### config.mk
export PLATFORM = sky130hd
export DESIGN_NAME = id_ex_stage_reg
export DESIGN_NICKNAME = d
export VERILOG_FILES = /design/src/rtl/id_ex_stage_reg.sv
export SDC_FILE = /design/constraint.sdc
export NUM_CORES = 1
export LEC_CHECK = 0
export CORE_AREA = 2 2 121 123
export DETAILED_ROUTE_END_ITERATION = 12
export DIE_AREA = 0 0 123 125
export PLACE_DENSITY = 0.7
export SYNTH_ARGS = -nofsm -noshare
export SYNTH_HDL_FRONTEND = slang
export SYNTH_SLANG_ARGS = --single-unit
### constraint.sdc
create_clock -name i_clk -period 0.8 [get_ports i_clk]
set_clock_uncertainty 0.05 [all_clocks]
set_input_delay 0.08 -clock i_clk [delete_from_list [all_inputs] [get_ports i_clk]]
set_output_delay 0.08 -clock i_clk [all_outputs]
set_load 0.005 [all_outputs]
### src/rtl/id_ex_stage_reg.sv
// ID/EX pipeline register: latches decoder control bundles and ID datapath values,
// inserting bubbles on flush and, when HAZARD_DETECT_EN is defined, on load-use hazards.
module id_ex_stage_reg #(
  parameter int DATA_WIDTH = 32,
  parameter int REG_ADDR   = 5
) (
  input  logic                  i_clk,
  input  logic                  i_reset,
  input  logic                  i_flush,
  input  logic                  i_valid,
  input  logic [3:0]            i_ex,
  input  logic [2:0]            i_mem,
  input  logic [1:0]            i_wb,
  input  logic [DATA_WIDTH-1:0] i_pc4,
  input  logic [DATA_WIDTH-1:0] i_rs_data,
  input  logic [DATA_WIDTH-1:0] i_rt_data,
  input  logic [DATA_WIDTH-1:0] i_imm,
  input  logic [REG_ADDR-1:0]   i_rs,
  input  logic [REG_ADDR-1:0]   i_rt,
  input  logic [REG_ADDR-1:0]   i_rd,
  output logic [3:0]            o_ex,
  output logic [2:0]            o_mem,
  output logic [1:0]            o_wb,
  output logic [DATA_WIDTH-1:0] o_pc4,
  output logic [DATA_WIDTH-1:0] o_rs_data,
  output logic [DATA_WIDTH-1:0] o_rt_data,
  output logic [DATA_WIDTH-1:0] o_imm,
  output logic [REG_ADDR-1:0]   o_rs,
  output logic [REG_ADDR-1:0]   o_rt,
  output logic [REG_ADDR-1:0]   o_rd,
  output logic                  o_valid,
  output logic                  o_stall
);

  logic haz;
  logic bubble;

`ifdef HAZARD_DETECT_EN
  // Conservative: both specifiers compared whatever the ID opcode actually reads.
  assign haz = o_valid & o_mem[2] & i_valid & (o_rt != '0) &
               ((o_rt == i_rs) | (o_rt == i_rt));
`else
  assign haz = 1'b0;
`endif

  assign o_stall = haz & ~i_flush;
  assign bubble  = i_flush | haz;

  always_ff @(posedge i_clk or negedge i_reset) begin
    if (!i_reset) begin
      o_ex      <= '0;
      o_mem     <= '0;
      o_wb      <= '0;
      o_pc4     <= '0;
      o_rs_data <= '0;
      o_rt_data <= '0;
      o_imm     <= '0;
      o_rs      <= '0;
      o_rt      <= '0;
      o_rd      <= '0;
      o_valid   <= 1'b0;
    end else begin
      // Datapath fields are don't-care in a bubble, so they load unconditionally.
      o_pc4     <= i_pc4;
      o_rs_data <= i_rs_data;
      o_rt_data <= i_rt_data;
      o_imm     <= i_imm;
      o_rs      <= i_rs;
      o_rt      <= i_rt;
      o_rd      <= i_rd;
      if (bubble || !i_valid) begin
        o_ex  <= '0;
        o_mem <= '0;
        o_wb  <= '0;
      end else begin
        o_ex  <= i_ex;
        o_mem <= i_mem;
        o_wb  <= i_wb;
      end
      o_valid <= i_valid & ~bubble;
    end
  end

endmodule
==> results of run 1 <==
## cells by family (layout without fill, tap and decap cells)
| logic type | Yosys count | after routing |
|---|---|---|
| flip-flops | 153 | 153 |
| AND/OR/NAND/NOR | 10 | 10 |
| other | 1 | 1 |
| buffers and inverters | 1 | 350 |
## final cells by class
cell class | count | area (sq um) | share of cell area
flip-flops and latches | 153 | 3830 | 0.529
repair buffers | 319 | 2430 | 0.336
clock buffers | 19 | 433 | 0.0599
well taps | 184 | 230 | 0.0318
clock inverters | 12 | 224 | 0.0310
multi-input cells | 11 | 88.8 | 0.0123
## per-layer routing
metal / vias to the layer above / share of wire
met3: 14 / 0.12
met4: 0 / 0.014
met2: 187 / 0.52
met5: - / 0
li1: 1192 / -
met1: 1290 / 0.34
## flip-flops by register name (all words and copies together), names as in the netlist, 4 cells and up
signal,flops
o_rt,5
o_rd,5
o_pc4,32
o_rs,5
o_ex,4
o_rt_data,32
o_rs_data,32
o_imm,32
## cells in the final DEF (no fill, tap or decap)
cell type	n
sky130_fd_sc_hd__clkbuf_16	17
sky130_fd_sc_hd__dlygate4sd3_1	1
sky130_fd_sc_hd__nor2b_1	1
sky130_fd_sc_hd__and3b_1	9
sky130_fd_sc_hd__clkbuf_1	2
sky130_fd_sc_hd__conb_1	1
sky130_fd_sc_hd__bufinv_16	6
sky130_fd_sc_hd__clkinvlp_4	1
sky130_fd_sc_hd__buf_6	1
sky130_fd_sc_hd__dfrtp_1	153
sky130_fd_sc_hd__clkdlybuf4s50_1	154
sky130_fd_sc_hd__clkinv_4	3
sky130_fd_sc_hd__buf_2	153
sky130_fd_sc_hd__buf_4	8
sky130_fd_sc_hd__buf_12	2
sky130_fd_sc_hd__clkinv_2	2
## through the flow
step                      instances  total power, uW  cell area (sq um)
after floorplan                 165             8450               3930
after global placement          666            10200               7330
after detailed placement        666            10300               7330
after CTS                       698            18800               7230
after global routing            698            19300               7230
final                           698            18500               7230
## repair_timing
action	in CTS	in global routing
resized for setup	606	0
setup endpoints to repair	153	153
hold buffers	1	0
hold endpoints to repair	153	0
cloned	0	0
## power by group
group          internal, uW  switching [uW]  total [uW]
combinational           971             507        1480
sequential             8120            94.1        8220
clock                  5830            2960        8790
## worst paths after layout
check                                     endpoint  slack, ns  depth (start not counted)
max                                      o_pc4[16]      -0.31                          1
min                            o_imm[12]$_DFF_PN0_       0.04                          2
max in group asynchronous  o_rt_data[15]$_DFF_PN0_       0.17                          3
min in group i_clk              o_imm[8]$_DFF_PN0_       0.05                          1
==> flow_summary.rst, run 1 <==
.. list-table::
   :header-rows: 1

   * - Metric
     - Value
   * - Root cell of the clock tree
     - sky130_fd_sc_hd__clkbuf_16
   * - Area fraction in compound gates after synthesis
     - 0
   * - Cell taking the most area after synthesis
     - sky130_fd_sc_hd__dfrtp_1
   * - Ratio of cells with drive above 1 in the final layout
     - 0.375
   * - Diode count
     - 0
   * - Critical-path cell list
     - buf_2
   * - Global-route wire length before repair
     - ~17 mm
   * - Aggregate global-route resource usage
     - 0.151
   * - Die area
     - approximately 15000 sq um
   * - Top-area cell type share of the netlist area
     - 0.975
   * - CP peak stage delay
     - 0.42 ns
   * - Number of fill cells in the layout
     - approximately 1200
   * - # setup viols final
     - approximately 150
   * - Placed wire-length estimate
     - approximately 9.0 mm
   * - Vertical die dimension
     - 125 um
   * - Mapped cell area
     - roughly 3900 sq um
   * - TritonCTS Sinks
     - between 150 and 200
   * - Crit. End Element
     - output port
   * - Ratio of total power to cell area
     - between 2000 and 3000 nW/um^2
   * - Peak supply drop
     - about 1.2 mV
   * - Upper clock frequency limit
     - approximately 900 MHz
   * - Most instantiated library cell after synthesis
     - sky130_fd_sc_hd__dfrtp_1
   * - Crit. Startpoint
     - o_pc4[16]$_DFF_PN0_
   * - Number of synthesis warnings
     - 0
   * - Standby leakage power
     - 0.00347 uW
   * - Setup slack at placement
     - -0.278 ns
   * - Post-CTS setup buffer count
     - 0
   * - Hold violation count in the final report
     - 0
   * - Largest buffer count on any clock path
     - 2
   * - Critical setup path kind
     - register to output port
   * - CTS tree
     - done
   * - Number of antenna violations at the first check in global routing
     - 0
   * - Critical path launch point type
     - register
   * - Result of the run
     - finished, violations left
   * - Synth cell types
     - 5
   * - Post-Syn Nets
     - between 300 and 400
   * - Global-route track usage on met2
     - 0.258
   * - Global-route track usage on met3
     - 0.0803
   * - DRC Markers
     - 0
   * - Number of clock buffers inserted by TritonCTS
     - 17
   * - Starting density of the core
     - 0.276
   * - Num rows
     - 44
   * - Maximum number of pins on one net before global-route repair
     - 37
   * - Setup repair after global routing missed its margin
     - true
   * - Post-Route WL
     - 11.4 mm
   * - DR vias
     - around 2700
   * - Worst hold slack
     - around 0.040 ns
   * - Failing checks
     - setup timing
   * - Sum of buffers and inverters on the critical path
     - 1
   * - Dominant cells by area after synthesis
     - sky130_fd_sc_hd__dfrtp_1 98%, sky130_fd_sc_hd__and3b_1 2.0%, sky130_fd_sc_hd__buf_4 0.19%, sky130_fd_sc_hd__nor2b_1 0.16%, sky130_fd_sc_hd__conb_1 0.096%
   * - GRT Residual Overflow
     - 0
   * - Xor/xnor cell area share of the yosys netlist
     - 0
   * - Max capacitance violation total
     - 0
   * - Most instantiated flip-flop cell in the synthesis netlist
     - sky130_fd_sc_hd__dfrtp_1
   * - Arrival @ worst endpoint
     - roughly 0.98 ns
   * - Share of the clock period used by the worst path after layout
     - 1.39
   * - Critical path fanouts, max
     - 1
   * - Number of standard cells after synthesis
     - roughly 170
   * - Class of the most critical hold timing path
     - input port to async pin
   * - Required @ worst endpoint
     - approximately 0.67 ns
   * - Routed wirelength normalized by instance count
     - around 16 um
   * - Worst Setup Slack, final
     - -0.313 ns
   * - Share of synthesized area occupied by flip-flops and latches
     - 0.975
   * - Final Core Density
     - 0.509
   * - Horizontal die dimension
     - about 120 um
   * - Clock-pin slew on the worst setup and hold paths
     - ~0.060 ns
   * - Simple-gate area share of the yosys netlist
     - 0.0217
   * - H-tree lvl count
     - 4
   * - Routed via count divided by cell count
     - between 3 and 4
   * - Layout Nets
     - 658
   * - Share of async-settable or async-resettable flops after synthesis
     - 1.00
   * - Mux share of post-synthesis cell area
     - 0
   * - Post-synth EDFFs
     - 0
   * - Most Crowded Layer GR
     - met2
   * - Arithmetic-cell share of the synthesized area counting full adders, half adders and majority gates
     - 0
   * - Drt first pass iters
     - 4
   * - Number of port buffers
     - around 300
   * - Setup Total Neg Slack
     - -33.72 ns
   * - Vias in the first global route
     - slightly above 3000
   * - Combinational family with the most area after synthesis
     - simple AND/OR/NAND/NOR gates
   * - CP max-delay cell
     - sky130_fd_sc_hd__dfrtp_1
   * - Area growth from synthesis to layout
     - 84.3%
   * - Avg Synthesized Cell Area
     - 23.8 sq um
   * - DRC violation total after the first TritonRoute iteration
     - ~110
   * - Flops & latches, synth
     - 153
   * - Count of final max-slew check failures
     - 0
   * - Area of the core region
     - around 14000 sq um
   * - Critical path's top delay family
     - flip-flops
   * - Placer's final routability congestion estimate
     - around 0.75
   * - Post-DRT Antenna Nets
     - 0
   * - Final min period
     - 1.11 ns
   * - Most instantiated cells after synthesis
     - 153 x sky130_fd_sc_hd__dfrtp_1, 9 x sky130_fd_sc_hd__and3b_1, 1 x sky130_fd_sc_hd__buf_4, 1 x sky130_fd_sc_hd__conb_1, 1 x sky130_fd_sc_hd__nor2b_1
   * - Top Ports
     - 310
   * - Global-route met1 utilization
     - 0.154
Note: power is estimated with default switching activity, not from simulation.
==> inputs of run 2 (changes only) <==
==> config.mk (replaced) <==
export PLATFORM = sky130hd
export DESIGN_NAME = id_ex_stage_reg
export DESIGN_NICKNAME = d
export VERILOG_FILES = /design/src/rtl/id_ex_stage_reg.sv
export SDC_FILE = /design/constraint.sdc
export NUM_CORES = 1
export LEC_CHECK = 0
export CORE_AREA = 2 2 119 121
export DETAILED_ROUTE_END_ITERATION = 12
export DIE_AREA = 0 0 121 123
export PLACE_DENSITY = 0.72
export SYNTH_ARGS = -nofsm -noshare
export SYNTH_HDL_FRONTEND = slang
export SYNTH_SLANG_ARGS = --single-unit
==> constraint.sdc (replaced) <==
create_clock -name i_clk -period 1.4 [get_ports i_clk]
set_clock_uncertainty 0.05 [all_clocks]
set_input_delay 0.14 -clock i_clk [delete_from_list [all_inputs] [get_ports i_clk]]
set_output_delay 0.14 -clock i_clk [all_outputs]
set_load 0.005 [all_outputs]
==> flow_summary.rst, run 2 (synthesis gave the netlist of run 1 again) <==
.. list-table::
   :header-rows: 1

   * - Metric
     - Value
   * - Worst hold slack
     - 0.112 ns (+0.0721 ns)
   * - Post-Route WL
     - 11.2 mm (-1.5%)
   * - Die area
     - 14900 sq um (-3.2%)
   * - Dpl cells
     - 658 (-1.2%)
   * - Horizontal die dimension
     - 121 um (-1.6%)
   * - Setup Total Neg Slack
     - 0 ns (+33.72 ns)
   * - Num rows
     - 43 (-2.3%)
   * - Arrival @ worst endpoint
     - 1.07 ns (+0.09 ns)
   * - Class of the most critical hold timing path
     - input port to register
   * - Maximum number of pins on one net before global-route repair
     - 40 (+8.1%)
   * - Upper clock frequency limit
     - about 800 MHz
   * - Most used cells in the layout excluding fill and tap cells
     - 154 x sky130_fd_sc_hd__clkdlybuf4s50_1, 153 x sky130_fd_sc_hd__dfrtp_1, 153 x sky130_fd_sc_hd__dlygate4sd2_1
   * - Critical-path cell list
     - dlygate4sd2_1
   * - Layout Nets
     - 654 (-0.61%)
   * - Placer's final routability congestion estimate
     - 0.768 (+2.4%)
   * - Drt first pass iters
     - 4 (unchanged)
   * - Critical setup path kind
     - register to output port
   * - Routed wirelength normalized by instance count
     - 16.3 um (-0.36%)
   * - Number of fill cells in the layout
     - 1145 (-5.9%)
   * - DRC Markers
     - 0 (unchanged)
   * - Largest buffer count on any clock path
     - 2 (unchanged)
   * - CP peak stage delay
     - 0.38 ns (-0.04 ns)
   * - CTS tree
     - done
   * - CP max-delay cell
     - sky130_fd_sc_hd__dfrtp_1
   * - Standby leakage power
     - 0.00362 uW (+4.3%)
   * - Leading cell type in the layout, fill and taps excluded
     - sky130_fd_sc_hd__clkdlybuf4s50_1
   * - GRT Residual Overflow
     - 0 (unchanged)
   * - Number of port buffers
     - 308 (unchanged)
   * - # setup viols final
     - 0 (-100%)
   * - Vias in the first global route
     - 2930 (-3.7%)
   * - Placed wire-length estimate
     - 8.82 mm (-1.9%)
   * - H-tree lvl count
     - 4 (unchanged)
   * - Critical path launch point type
     - register
   * - Number of clock buffers inserted by TritonCTS
     - 17 (unchanged)
   * - Share of the clock period used by the worst path after layout
     - 0.897
   * - Cell area after placement
     - 7300 sq um (-0.48%)
   * - Result of the run
     - completed
   * - Area growth from synthesis to layout
     - 95.8%
   * - Required @ worst endpoint
     - 1.21 ns (+0.54 ns)
   * - Vertical die dimension
     - 123 um (-1.6%)
   * - Critical path fanouts, max
     - 1 (unchanged)
   * - Critical path's top delay family
     - flip-flops
   * - Root cell of the clock tree
     - sky130_fd_sc_hd__clkbuf_16
   * - Power after layout
     - 9890 uW (-46%)
   * - Ratio of cells with drive above 1 in the final layout
     - 0.0707 (-0.305)
   * - Sum of buffers and inverters on the critical path
     - 1 (unchanged)
   * - Crit. End Element
     - output port
   * - DR vias
     - 2649 (-1.3%)
   * - Final instance area
     - 7680 sq um (+6.2%)
   * - Clock-pin slew on the worst setup and hold paths
     - 0.06 ns (about the same)
   * - Post-DRT Antenna Nets
     - 0 (unchanged)
   * - Global-route wire length before repair
     - 16.3 mm (-2.1%)
   * - Hold violation count in the final report
     - 0 (unchanged)
   * - Starting density of the core
     - 0.288 (+0.0120)
   * - Max capacitance violation total
     - 0 (unchanged)
   * - TritonCTS Sinks
     - 153 (unchanged)
   * - Routed via count divided by cell count
     - 3.84 (-0.12%)
   * - Peak supply drop
     - 0.713 mV (-39%)
   * - Area of the core region
     - 13600 sq um (-4.2%)
   * - Top Ports
     - 310 (unchanged)
   * - Number of antenna violations at the first check in global routing
     - 1 (+1)
   * - Count of final max-slew check failures
     - 0 (unchanged)
   * - Aggregate global-route resource usage
     - 0.155 (+0.00341)
   * - Ratio of total power to cell area
     - 1290 nW/um^2 (-50%)
   * - Post-route insts no fill
     - 690 (-1.1%)
   * - Final min period
     - 1.26 ns
   * - Setup repair after global routing missed its margin
     - false
   * - DRC violation total after the first TritonRoute iteration
     - 87 (-18%)
run 2: metal layers:
metal | share of wire | global-route usage
met1 | 0.33 | 0.163
met2 | 0.53 | 0.249
met3 | 0.12 | 0.0886
met4 | 0.022 | 0.0749
met5 | 0 | 0
run 2: area by class of cell:
type	instances	area, sq um	share of cell area
clock inverter	7	67.6	0.00879
multi-input combinational	11	88.8	0.0116
clock buffer	23	498	0.0648
sequential	153	3830	0.498
timing repair buffer	315	2970	0.387
tap	180	225	0.0293
antenna	1	2.50	0.000326
run 2: stage by stage:
step	setup slack, ns	util
after floorplan	0.861	-
after global placement	0.242	0.536
after detailed placement	0.201	0.536
after CTS	0.105	0.564
after global routing	0.110	0.564
final	0.145	0.564
run 2: worst paths after layout:
| path | end | slack [ns] | start | cells after the start |
|---|---|---|---|---|
| worst max-delay path | o_rs_data[16] | 0.14 | o_rs_data[16]$_DFF_PN0_ | 1 |
| worst min-delay path | o_pc4[16]$_DFF_PN0_ | 0.11 | i_pc4[16] | 1 |
| max in group asynchronous | o_rt_data[9]$_DFF_PN0_ | 0.62 | i_reset | 3 |
| min in group asynchronous | o_rs_data[28]$_DFF_PN0_ | 0.16 | i_reset | 2 |
run 2: timing repair:
item,in CTS,in global routing
hold buffers,1,0
resized for setup,153,0
buffers inserted,0,0
endpoints found under the hold margin,153,0
setup endpoints to repair,153,0
run 2: power by group:
group          switching (uW)  leakage, uW  total, uW  internal (uW)
sequential               49.9      0.00180       4690           4640
combinational             290      0.00155        900            610
clock                    1650     0.000273       4300           2650
==> variant 1: new RTL, settings of run 1 <==
Make the reset (`i_reset`) synchronous in one clocked block.
--- a/src/rtl/id_ex_stage_reg.sv
+++ b/src/rtl/id_ex_stage_reg.sv
@@ -47,5 +47,5 @@
   assign bubble  = i_flush | haz;
 
-  always_ff @(posedge i_clk or negedge i_reset) begin
+  always_ff @(posedge i_clk) begin
     if (!i_reset) begin
       o_ex      <= '0;
Formal check against the unedited RTL: differs if i_reset is asserted again (counterexample within 4 cycles, from zero or initial values and one cycle with i_reset low); with i_reset held inactive, the same outputs for 10 cycles.
==> variant 1 against run 1 <==
  * The flow still finishes with violations (setup timing)
  * Total power barely moved
  * Routed wire length rose by 1.0%
  * Synthesized area rose by 6.0%
  * Sequential cell count did not move
  * Sequential power fell by 0.9%
  * Final area rose by 4.5%
  * Clock power fell by 1%
  * Maximum frequency rose by 14%
  * Critical path depth did not move
  * Via count rose by 22%
  * Global-route usage fell by 0.25 points
  * Setup slack improved by 0.13 ns
  * Largest power group unchanged
==> variant 1: results (changes against run 1) <==
status -> finished with violations
failing checks -> setup timing
final hold slack -> 0.0946 ns (+0.0543 ns)
CP Max Fanout -> 1 (unchanged)
setup violators final -> 153 (unchanged)
number of global-route vias before repair -> 3383 (+11%)
combinational power -> 0.00168 W (+14%)
GP Congestion -> 0.767 (+2.2%)
WS Path Type -> reg -> out
clk buf depth -> 2 (unchanged)
Final WS setup -> -0.178 ns (+0.135 ns)
VDD IR-drop max -> 1.43 mV (+21%)
Main synth FF type -> dfxtp_1
net switching power figure -> 0.00351 W (-1.4%)
CP arrival -> 0.85 ns (-0.13 ns)
Ys Warns -> 0 (unchanged)
Yosys cell types -> 10 (+5)
drt pass-1 iters -> 3 (-1)
Setup Slack @ Placement -> -0.291 ns (-0.0134 ns)
global-route wire length before repair -> 17100 um (+2.7%)
Post-Syn Nets -> 480 (+50%)
antenna violations before repair -> 0 (unchanged)
CP delay by family, top -> flip-flops
largest net degree at the start of global routing -> 80 (+120%)
Hold Crit Depth -> 3
Comb pwr share -> 0.091 (+0.011)
Synth top cells by count -> dfxtp_1 (153), and2_1 (143), and4b_1 (9)
number of antenna diodes -> 0 (unchanged)
TritonCTS Buffers -> 17 (unchanged)
number of vias per cell -> 3.91 (+1.7%)
CP max-delay cell -> dfxtp_2
Inst Count DP -> 802 (+20%)
H-tree depth -> 4 (unchanged)
nets -> 793 (+21%)
Synth area leaders -> dfxtp_1 (74%), and2_1 (22%), and4b_1 (2.2%)
fraction of layout cells with a size suffix above 1 -> 0.360 (-0.0155)
Setup TNS -> -22.84 ns (+10.88 ns)
post-synthesis async set-or-reset flop share -> 0 (-1.00)
root buffer selected by CTS -> clkbuf_16
Max stage delay on crit path -> 0.32 ns (-0.10 ns)
Avg Synthesized Cell Area -> 12.8 um2 (-46%)
power share of the clock group -> 0.468 (-0.008)
sequential fraction of the synthesis area -> 0.736 (-0.239)
Port-buffer cells -> 308 (unchanged)
Tot GR Track Use -> 0.149 (-0.00254)
vias after detailed routing -> 3260 (+22%)
Leak Pwr -> 3.46 nW (-0.37%)
WL final -> 11500 um (+1.0%)
core area -> 14200 um2 (unchanged)
Hold Path Class -> in -> reg
Post-DP Area -> 7420 um2 (+1.2%)
Setup Fix Bufs, Post-CTS -> 0 (unchanged)
clk slew on worst S/H paths -> 0.06 ns (about the same)
HPWL after DPL -> 8740 um (-2.7%)
1st-iter DRT viols -> 65 (-39%)
-- variant 1: routing by layer --
metal	global-route usage	part of all wire	vias to the layer above
li1	-	-	1615
met1	0.151	0.36	1441
met2	0.251	0.48	197
met3	0.0826	0.14	7
met4	0.0608	0.011	0
met5	0	0	-
-- variant 1: repair_timing --
| item | in CTS | in global routing |
|---|---|---|
| hold endpoints to repair | 0 | 0 |
| setup endpoints to repair | 153 | 153 |
| gates resized for setup | 631 | 58 |
| pin swaps | 0 | 0 |
-- variant 1: path summary, 6_finish.rpt --
path	from	end
min	i_reset	o_rt_data[6]$_SDFF_PN0_
max	o_valid$_SDFF_PN0_	o_valid
-- variant 1: kinds of logic after synthesis --
kind of cell / after synthesis / synth area share
AND/OR/NAND/NOR: 153 / 0.239
other: 1 / 0.000902
flip-flops: 153 / 0.736
buffers and inverters: 17 / 0.0238
-- variant 1: layout make-up --
type,instances,area [um2]
clock buffer,27,523
timing repair buffer,311,2560
fill,1248,6640
clock inverter,5,129
sequential,153,3120
tap,184,230
multi-input combinational,154,997
==> variant 2: new RTL, settings of run 1 <==
Without the edit above. Add a define of `HAZARD_DETECT_EN`.
--- a/src/rtl/id_ex_stage_reg.sv
+++ b/src/rtl/id_ex_stage_reg.sv
@@ -1,4 +1,6 @@
 // ID/EX pipeline register: latches decoder control bundles and ID datapath values,
 // inserting bubbles on flush and, when HAZARD_DETECT_EN is defined, on load-use hazards.
+`define HAZARD_DETECT_EN
+
 module id_ex_stage_reg #(
   parameter int DATA_WIDTH = 32,
Behaviour: not the same (a bounded check fails within 4 cycles, from zero or initial values and one cycle with i_reset low).
==> variant 2 against run 1 <==
  * The flow still finishes with violations (setup timing)
  * Sequential power barely moved
  * Global-route usage rose by 1.9 points
  * Sequential cell count did not move
  * Worst hold slack got worse by 0.017 ns
  * Final area rose by 6.6%
  * Routed wire length rose by 14%
  * Synthesized area rose by 6.0%
  * Count of clock-buffer cells in the layout did not move
  * Total power rose by 0.67%
  * Final cell count rose by 6.0%
  * Setup slack got worse by 0.69 ns
==> variant 2: results (changes against run 1) <==
status -> finished with violations
failing checks -> setup timing
number of global-route vias before repair -> 3333 (+9.6%)
1st-iter DRT viols -> 96 (-9.4%)
Leak Pwr -> 3.60 nW (+3.6%)
DR WL/cell -> 17.5 um (+7.2%)
combinational power -> 0.00177 W (+20%)
HPWL after DPL -> 9840 um (+9.5%)
Flop pwr share -> 0.443 (-0.002)
post_cts resized -> 639 (+5.4%)
XOR/XNOR Fraction of Synth Area -> 0.0210 (+0.0210)
VDD IR-drop max -> 1.20 mV (+2.1%)
vias after detailed routing -> 2995 (+12%)
Post-Syn Nets -> 353 (+10%)
hold_buf cts -> 1 (unchanged)
Final WS setup -> -1.01 ns (-0.695 ns)
CP Max Fanout -> 3 (+2)
Hold Path Class -> in -> async
fraction of layout cells with a size suffix above 1 -> 0.410 (+0.0346)
switching share of power -> 0.202 (+0.00974)
drt pass-1 iters -> 3 (-1)
setup violators final -> 164 (+7.2%)
global-route wire length before repair -> 19000 um (+14%)
number of antenna diodes -> 0 (unchanged)
worst skew pair latency -> 0.41 ns
Setup Fix Bufs, Post-CTS -> 11 (+11)
number of vias per cell -> 4.05 (+5.3%)
Port-buffer cells -> 309 (+0.32%)
Synth top cells by count -> dfrtp_1 (153), nand2_1 (11), xnor2_1 (10)
root buffer selected by CTS -> clkbuf_16
CP arrival -> 1.68 ns (+0.70 ns)
Setup Slack @ Placement -> -1.07 ns (-0.790 ns)
Synth Area in Compound Gates -> 0.0325 (+0.0325)
Cells after Synth -> 197 (+19%)
Synth area leaders -> dfrtp_1 (92%), a211oi_2 (2.7%), xnor2_1 (2.1%)
nets -> 701 (+6.5%)
sequential fraction of the synthesis area -> 0.920 (-0.0554)
Yosys cell types -> 15 (+10)
Tot GR Track Use -> 0.171 (+0.0195)
largest net degree at the start of global routing -> 48 (+30%)
==> variant 2: cell count changes in the layout (fill, tap and decap cells not counted), moves of 2 or more <==
cell	run 1	this run
xnor2_2	0	2
a211oi_2	0	8
inv_6	0	2
a21oi_2	0	2
buf_4	8	6
clkinv_4	3	1
dfrtp_1	153	149
buf_2	153	144
buf_6	1	25
and3b_1	9	0
nand2_1	0	11
dfrtp_2	0	4
xnor2_1	0	8
nand3_1	0	2
==> variant 2: cell type report <==
class / count / area (um2)
flip-flops and latches: 153 / 3830
clock inverters: 11 / 194
repair buffers: 333 / 2660
clock buffers: 19 / 443
multi-input cells: 40 / 350
well taps: 184 / 230
fillers: 1207 / 6490
==> variant 2: metal layers <==
metal | track usage | routed length (um) | share of wire | up-vias
met4 | 0.0675 | 246 | 0.019 | 0
met3 | 0.0712 | 1380 | 0.11 | 16
li1 | - | - | - | 1324
met5 | 0 | 0 | 0 | -
met1 | 0.183 | 4540 | 0.35 | 1475
met2 | 0.294 | 6810 | 0.52 | 180
==> variant 2: how the worst max path moves through the flow <==
stage	from	end	slack (ns)	cells past startpoint
CTS	o_rt[4]$_DFF_PN0_	o_stall	-1.01	5
floorplan	o_rt[1]$_DFF_PN0_	o_ex[0]$_DFF_PN0_	-0.43	5
global route	o_rt[2]$_DFF_PN0_	o_stall	-1.09	5
finish	o_rt[2]$_DFF_PN0_	o_stall	-1.01	5
global placement	i_rs[4]	o_stall	-1.04	6
detailed placement	i_rs[4]	o_stall	-1.07	6
==> variant 2: through the flow <==
step | util | hold WS [ns] | cell area (um2)
final | 0.543 | 0.0231 | 7710
after detailed placement | 0.535 | -0.116 | 7600
after global routing | 0.543 | 0.0141 | 7710
after CTS | 0.541 | 0.00948 | 7690
after global placement | 0.535 | -0.113 | 7600
after floorplan | - | -0.266 | 4160
